`src/rtl/pe_pkg.sv`:
```
// Shared PE definitions: psum spad geometry defaults and the drain FSM state enum.
package pe_pkg;
  localparam int PSUM_DATA_W = 16;
  localparam int PSUM_ADDR_W = 3;
  localparam int PSUM_NUM    = 4;

  typedef enum logic [1:0] {IDLE, RUN, FLUSH, DONE} drain_state_e;
endpackage

```
`src/rtl/psum_spad_drain_if.sv`:
```
// Spad read port + psum output link of the drain block. The spad clear-write port
// exists only when CLEAR_ON_READ_EN is defined.
interface psum_spad_drain_if #(
  parameter int DATA_W = pe_pkg::PSUM_DATA_W,
  parameter int ADDR_W = pe_pkg::PSUM_ADDR_W
);
  logic              rd_en;
  logic [ADDR_W-1:0] rd_addr;
  logic [DATA_W-1:0] rd_data;
  logic [DATA_W-1:0] psum_out;
  logic              psum_valid;
  logic              psum_ready;
  logic              psum_last;
`ifdef CLEAR_ON_READ_EN
  logic              wr_en;
  logic [ADDR_W-1:0] wr_addr;
  logic [DATA_W-1:0] wr_data;
`endif

  modport master (
    output rd_en, rd_addr, psum_out, psum_valid, psum_last,
`ifdef CLEAR_ON_READ_EN
    output wr_en, wr_addr, wr_data,
`endif
    input  rd_data, psum_ready
  );

  modport slave (
    input  rd_en, rd_addr, psum_out, psum_valid, psum_last,
`ifdef CLEAR_ON_READ_EN
    input  wr_en, wr_addr, wr_data,
`endif
    output rd_data, psum_ready
  );
endinterface

```
`src/rtl/psum_out_skid.sv`:
```
// 2-entry FIFO buffering spad read returns ({last, data}) in front of the output link.
module psum_out_skid #(
  parameter int W = 17
) (
  input  logic         clk,
  input  logic         rst,
  input  logic         push,
  input  logic [W-1:0] din,
  input  logic         pop,
  output logic [W-1:0] dout,
  output logic [1:0]   occ
);
  logic [W-1:0] mem [2];
  logic         wp, rp;
  logic         do_push, do_pop;

  // Push into a full buffer is legal only when the head leaves in the same cycle.
  assign do_pop  = pop && (occ != 2'd0);
  assign do_push = push && ((occ != 2'd2) || do_pop);

  always_ff @(posedge clk) begin
    if (rst) begin
      wp     <= 1'b0;
      rp     <= 1'b0;
      occ    <= 2'd0;
      mem[0] <= '0;
      mem[1] <= '0;
    end else begin
      if (do_push) begin
        mem[wp] <= din;
        wp      <= ~wp;
      end
      if (do_pop) rp <= ~rp;
      occ <= occ + {1'b0, do_push} - {1'b0, do_pop};
    end
  end

  assign dout = mem[rp];
endmodule

```
`src/rtl/psum_spad_drain.sv`:
```
// Drains psum spad entries 0..NUM_PSUM-1 in order onto a valid/ready link.
// CLEAR_ON_READ_EN: zero each entry in the spad as its read data returns.
module psum_spad_drain
  import pe_pkg::*;
#(
  parameter int DATA_W   = PSUM_DATA_W,
  parameter int ADDR_W   = PSUM_ADDR_W,
  parameter int NUM_PSUM = PSUM_NUM
) (
  input  logic                clk,
  input  logic                rst,
  input  logic                start,
  output logic                busy,
  output logic                done,
  psum_spad_drain_if.master   bus
);
  localparam logic [ADDR_W-1:0] LAST_IDX = ADDR_W'(NUM_PSUM - 1);

  drain_state_e      state, nstate;
  logic [ADDR_W-1:0] rd_idx;
  logic              inflight, inf_last;
  logic [1:0]        occ;
  logic              pop, rd_en;
  logic [DATA_W:0]   head;

  assign pop   = bus.psum_valid && bus.psum_ready;
  // Credit: buffered + in-flight entries after this cycle's pop must stay below 2.
  assign rd_en = (state == RUN) &&
                 (({1'b0, occ} + {2'b0, inflight}) < (3'd2 + {2'b0, pop}));

  always_ff @(posedge clk) begin
    if (rst) state <= IDLE;
    else     state <= nstate;
  end

  always_comb begin
    nstate = state;
    case (state)
      IDLE:  if (start) nstate = RUN;
      RUN:   if (rd_en && (rd_idx == LAST_IDX)) nstate = FLUSH;
      // Leave once the buffer will be empty after this cycle's pop.
      FLUSH: if (!inflight && (occ == {1'b0, pop})) nstate = DONE;
      DONE:  nstate = IDLE;
      default: nstate = IDLE;
    endcase
  end

  always_ff @(posedge clk) begin
    if (rst) begin
      rd_idx   <= '0;
      inflight <= 1'b0;
      inf_last <= 1'b0;
    end else begin
      inflight <= rd_en;
      if (rd_en) inf_last <= (rd_idx == LAST_IDX);
      if (rd_en && (rd_idx != LAST_IDX)) rd_idx <= rd_idx + 1'b1;
      else if (state == DONE)            rd_idx <= '0;
    end
  end

  psum_out_skid #(.W(DATA_W + 1)) u_skid (
    .clk  (clk),
    .rst  (rst),
    .push (inflight),
    .din  ({inf_last, bus.rd_data}),
    .pop  (pop),
    .dout (head),
    .occ  (occ)
  );

  assign bus.rd_en      = rd_en;
  assign bus.rd_addr    = rd_idx;
  assign bus.psum_valid = (occ != 2'd0);
  assign bus.psum_out   = bus.psum_valid ? head[DATA_W-1:0] : '0;
  assign bus.psum_last  = bus.psum_valid && head[DATA_W];
  assign busy           = (state != IDLE);
  assign done           = (state == DONE);

`ifdef CLEAR_ON_READ_EN
  logic [ADDR_W-1:0] inf_addr;

  always_ff @(posedge clk) begin
    if (rst)        inf_addr <= '0;
    else if (rd_en) inf_addr <= rd_idx;
  end

  // The entry was read last cycle, so clearing it now cannot corrupt the read.
  assign bus.wr_en   = inflight;
  assign bus.wr_addr = inf_addr;
  assign bus.wr_data = '0;
`endif
endmodule

```
`src/flat_wrapper.sv`:
```
// flat-port wrapper written by rule: the top's interface ports become plain ports
module psum_spad_drain_flat import pe_pkg::*;
#(
  parameter int DATA_W   = PSUM_DATA_W,
  parameter int ADDR_W   = PSUM_ADDR_W,
  parameter int NUM_PSUM = PSUM_NUM
)
  (clk, rst, start, busy, done, bus_rd_en, bus_rd_addr, bus_psum_out, bus_psum_valid, bus_psum_last, bus_rd_data, bus_psum_ready);
  psum_spad_drain_if #(.DATA_W(DATA_W), .ADDR_W(ADDR_W)) bus_i ();
  input  logic clk;
  input  logic rst;
  input  logic start;
  output logic busy;
  output logic done;
  output wire logic [$bits(bus_i.rd_en)-1:0] bus_rd_en;
  output wire logic [$bits(bus_i.rd_addr)-1:0] bus_rd_addr;
  output wire logic [$bits(bus_i.psum_out)-1:0] bus_psum_out;
  output wire logic [$bits(bus_i.psum_valid)-1:0] bus_psum_valid;
  output wire logic [$bits(bus_i.psum_last)-1:0] bus_psum_last;
  input wire logic [$bits(bus_i.rd_data)-1:0] bus_rd_data;
  input wire logic [$bits(bus_i.psum_ready)-1:0] bus_psum_ready;
  assign bus_rd_en = bus_i.rd_en;
  assign bus_rd_addr = bus_i.rd_addr;
  assign bus_psum_out = bus_i.psum_out;
  assign bus_psum_valid = bus_i.psum_valid;
  assign bus_psum_last = bus_i.psum_last;
  assign bus_i.rd_data = bus_rd_data;
  assign bus_i.psum_ready = bus_psum_ready;
  psum_spad_drain #(.DATA_W(DATA_W), .ADDR_W(ADDR_W), .NUM_PSUM(NUM_PSUM)) u_core (.clk(clk), .rst(rst), .start(start), .busy(busy), .done(done), .bus(bus_i));
endmodule
```
`config.mk`:
```
export PLATFORM = sky130hd
export DESIGN_NAME = psum_spad_drain_flat
export DESIGN_NICKNAME = d
export VERILOG_FILES = /design/src/rtl/pe_pkg.sv /design/src/rtl/psum_spad_drain_if.sv /design/src/rtl/psum_out_skid.sv /design/src/rtl/psum_spad_drain.sv /design/src/flat_wrapper.sv
export SDC_FILE = /design/constraint.sdc
export NUM_CORES = 1
export LEC_CHECK = 0
export ABC_AREA = 1
export CAP_MARGIN = 5
export CORE_UTILIZATION = 56
export DETAILED_ROUTE_END_ITERATION = 8
export GPL_ROUTABILITY_DRIVEN = 0
export PLACE_DENSITY = 0.93
export SLEW_MARGIN = 0
export SYNTH_ARGS = -nofsm -noshare
export SYNTH_HDL_FRONTEND = slang
export SYNTH_HIERARCHICAL = 1
export SYNTH_SLANG_ARGS = --single-unit
```
`constraint.sdc`:
```
create_clock -name clk -period 3.66 [get_ports clk]
set_clock_uncertainty 0.15 [all_clocks]
set_input_delay 0.549 -clock clk [delete_from_list [all_inputs] [get_ports clk]]
set_output_delay 0.549 -clock clk [all_outputs]
set_load 0.1 [all_outputs]
```
==> out/results.tsv <==
metric	value	unit
worst-margin pin slew	0.9724	ns
GRT Util Overall	0.2110	
initial DRC count	73	
first-pass GRT wire length	6955	µm
commonest non-fill, non-tap cell in the layout	nor2_1	
Hold Fails Final Rpt	0	
RSZ-0062 raised after global routing	false	
antenna violations before repair	0	
dpl hpwl	3188	µm
most frequent cells in the layout	nor2_1 (55), inv_1 (54), edfxtp_1 (34), clkdlybuf4s50_1 (23), buf_4 (22)	
RR Endpoint	u_core/u_skid/mem[1][3]	
DIE HEIGHT	67.57	µm
cell area after synthesis	2407	µm²
Synthesized Nets	276	
CTS Hold Bufs	0	
row count	23	
CTS tree	built	
Psw	0.8026	mW
Hold Path Class	reg -> reg	
critical path arrival	2.00	ns
Period minus WS final	2.699	ns
CP required	2.96	ns
hold path startpoint	u_core/u_skid/rp	
vias	1704	
root buf cell	clkbuf_8	
drt first pass iters	4	
setup bufs post-CTS	0	
share of cells above drive strength 1	0.2218	
Max Fanout on Critical Path	4	
critical path class	reg -> out	
Max-slew headroom	0.3497	
Flop pwr share	0.378	
LEAKAGE	1.285	nW
number of buffers added on ports	43	
Seq/Total Area, Yosys	0.5239	
clock sinks	46	
setup tns final	0	ns
CORE AREA	4058	µm²
largest net degree at the start of global routing	19	
Cell Pwr Density	607.1	nW/µm²
Reg2Reg Depth	9	
Period Utilization, post-route	0.7374	
CTS Buf Count	5	
Diodes inserted	0	
Switching Share	0.4565	
final core area utilization	0.7138	
die area	4565	µm²
Cells after Synth	245	
Routed WL per cell	12.88	µm
Worst setup SP type	flip-flop	
IR drop worst, VDD	0.6775	mV
RR Startpoint	u_core/u_skid/occ[1]	
Clock power frac	0.163	
Remaining Overflow, GRT	0	
Initial Util	0.5933	
end of the critical path	done	
I/O pin total	44	
clock latency on the worst-skew pair	0.29	ns
Synth warnings	6	
Synth cell types	22	
fill cell count	277	
combinational power share	0.459	
P_int	0.9558	mW
H-tree Lvls	2	
outcome	finished, final reports clean	
Final setup viols	0	
overall die width	67.57	µm
Slew Limit Fails	0	
Worst Setup SP	u_core/state[0]	
Routed WL	4417	µm
Reg2Reg Setup Slack	1.03	ns
Post-CTS Resized	0	
Max-Cap Viols	0	
Synth Register Bits	46	
Worst-path clk slew	0.08	ns
residual DRC count	0	
Clock Path Buffers	2	
DRT antenna net count	0	
Peak Freq	370.5	MHz
layout net count	323	
vias in the first global route	1651	
endpoint class of the critical path	output pin	
routed vias/inst	4.968	
syn_area_per_cell	9.826	µm²
area delta synth->final	20.32	%
-- state kept, by name, summed over array words and instances (netlist names), named ones only --
signal	flops
u_core/bus.rd_addr	3
u_core/inf_last	1
u_core/inflight	1
u_core/state	2
u_core/u_skid/mem	34
u_core/u_skid/occ	2
u_core/u_skid/rp	1
u_core/u_skid/wp	1
-- stage by stage --
step	setup WS (ns)	hold WS, ns	instance area, µm²	std cells	power (mW)
after floorplan	0.2098	0.2843	2407	245	1.313
after global placement	0.9439	0.3081	2815	335	1.467
after detailed placement	0.8601	0.3155	2815	335	1.487
after CTS	0.9436	0.3510	2897	343	1.772
after global routing	0.8017	0.3746	2897	343	1.843
final	0.9611	0.3663	2897	343	1.758
-- synth_stat cells (all sizes together) --
library cell  instances  area share
ha                   11       0.057
nor2                 65        0.12
dfxtp                12        0.10
a21oi                 9       0.019
edfxtp               34        0.42
o21ai                 1      0.0021
clkinv                1      0.0016
nand3                13       0.045
buf                   5       0.021
or2                   2      0.0052
mux2                 17       0.080
nand2                17       0.031
inv                  57       0.089
nand4                 1      0.0088
-- per-layer routing --
| layer | share of wire | wire length (µm) | GRT usage | vias up |
|---|---|---|---|---|
| met4 | 0.016 | 72 | 0.1117 | 0 |
| met5 | 0 | 0 | 0 | - |
| li1 | - | - | - | 854 |
| met1 | 0.41 | 1799 | 0.2323 | 794 |
| met3 | 0.045 | 200 | 0.04054 | 7 |
| met2 | 0.53 | 2345 | 0.3787 | 49 |
-- how the worst min path moves through the flow --
stage / end / slack [ns] / cells after the start
2_1_floorplan: u_core/inf_last / 0.28 / 2
3_3_place_gp: u_core/inf_last / 0.31 / 2
3_5_place_dp: u_core/inf_last / 0.32 / 2
4_1_cts: u_core/u_skid/rp / 0.35 / 2
5_1_grt: u_core/u_skid/rp / 0.37 / 2
6_report: u_core/u_skid/rp / 0.37 / 2
-- critical path, cell delays in order (launching register included) --
cell and delay (ns):
dfxtp_1 0.39, ha_1 0.19, clkdlybuf4s50_1 1.13
-- layout make-up --
cell class                      instances  area [µm²]  area share
Sequential cell                        46        1261      0.4354
Multi-Input combinational cell        136       878.3      0.3032
Timing Repair Buffer                   45       395.4      0.1365
Inverter                               58       217.7     0.07516
Clock buffer                            6       72.57     0.02505
Tap cell                               50       62.56     0.02160
Clock inverter                          2       8.758    0.003024
-- cell families after synthesis --
kind of cell / Yosys count / share of synthesized area
flip-flops: 46 / 0.5239
AO/OA/AOI/OAI: 10 / 0.02079
AND/OR/NAND/NOR: 98 / 0.2074
buffers and inverters: 63 / 0.1112
adder cells (fa/ha/maj): 11 / 0.05717
multiplexers: 17 / 0.07952
-- power groups by stage --
stage	Sequential (mW)	Clock (mW)	Combinational (mW)
global placement	0.674	0	0.793
floorplan	0.710	0	0.603
global route	0.671	0.307	0.865
CTS	0.665	0.291	0.815
finish	0.664	0.286	0.808
detailed placement	0.677	0	0.810
Power figures use the tool's default switching activity.
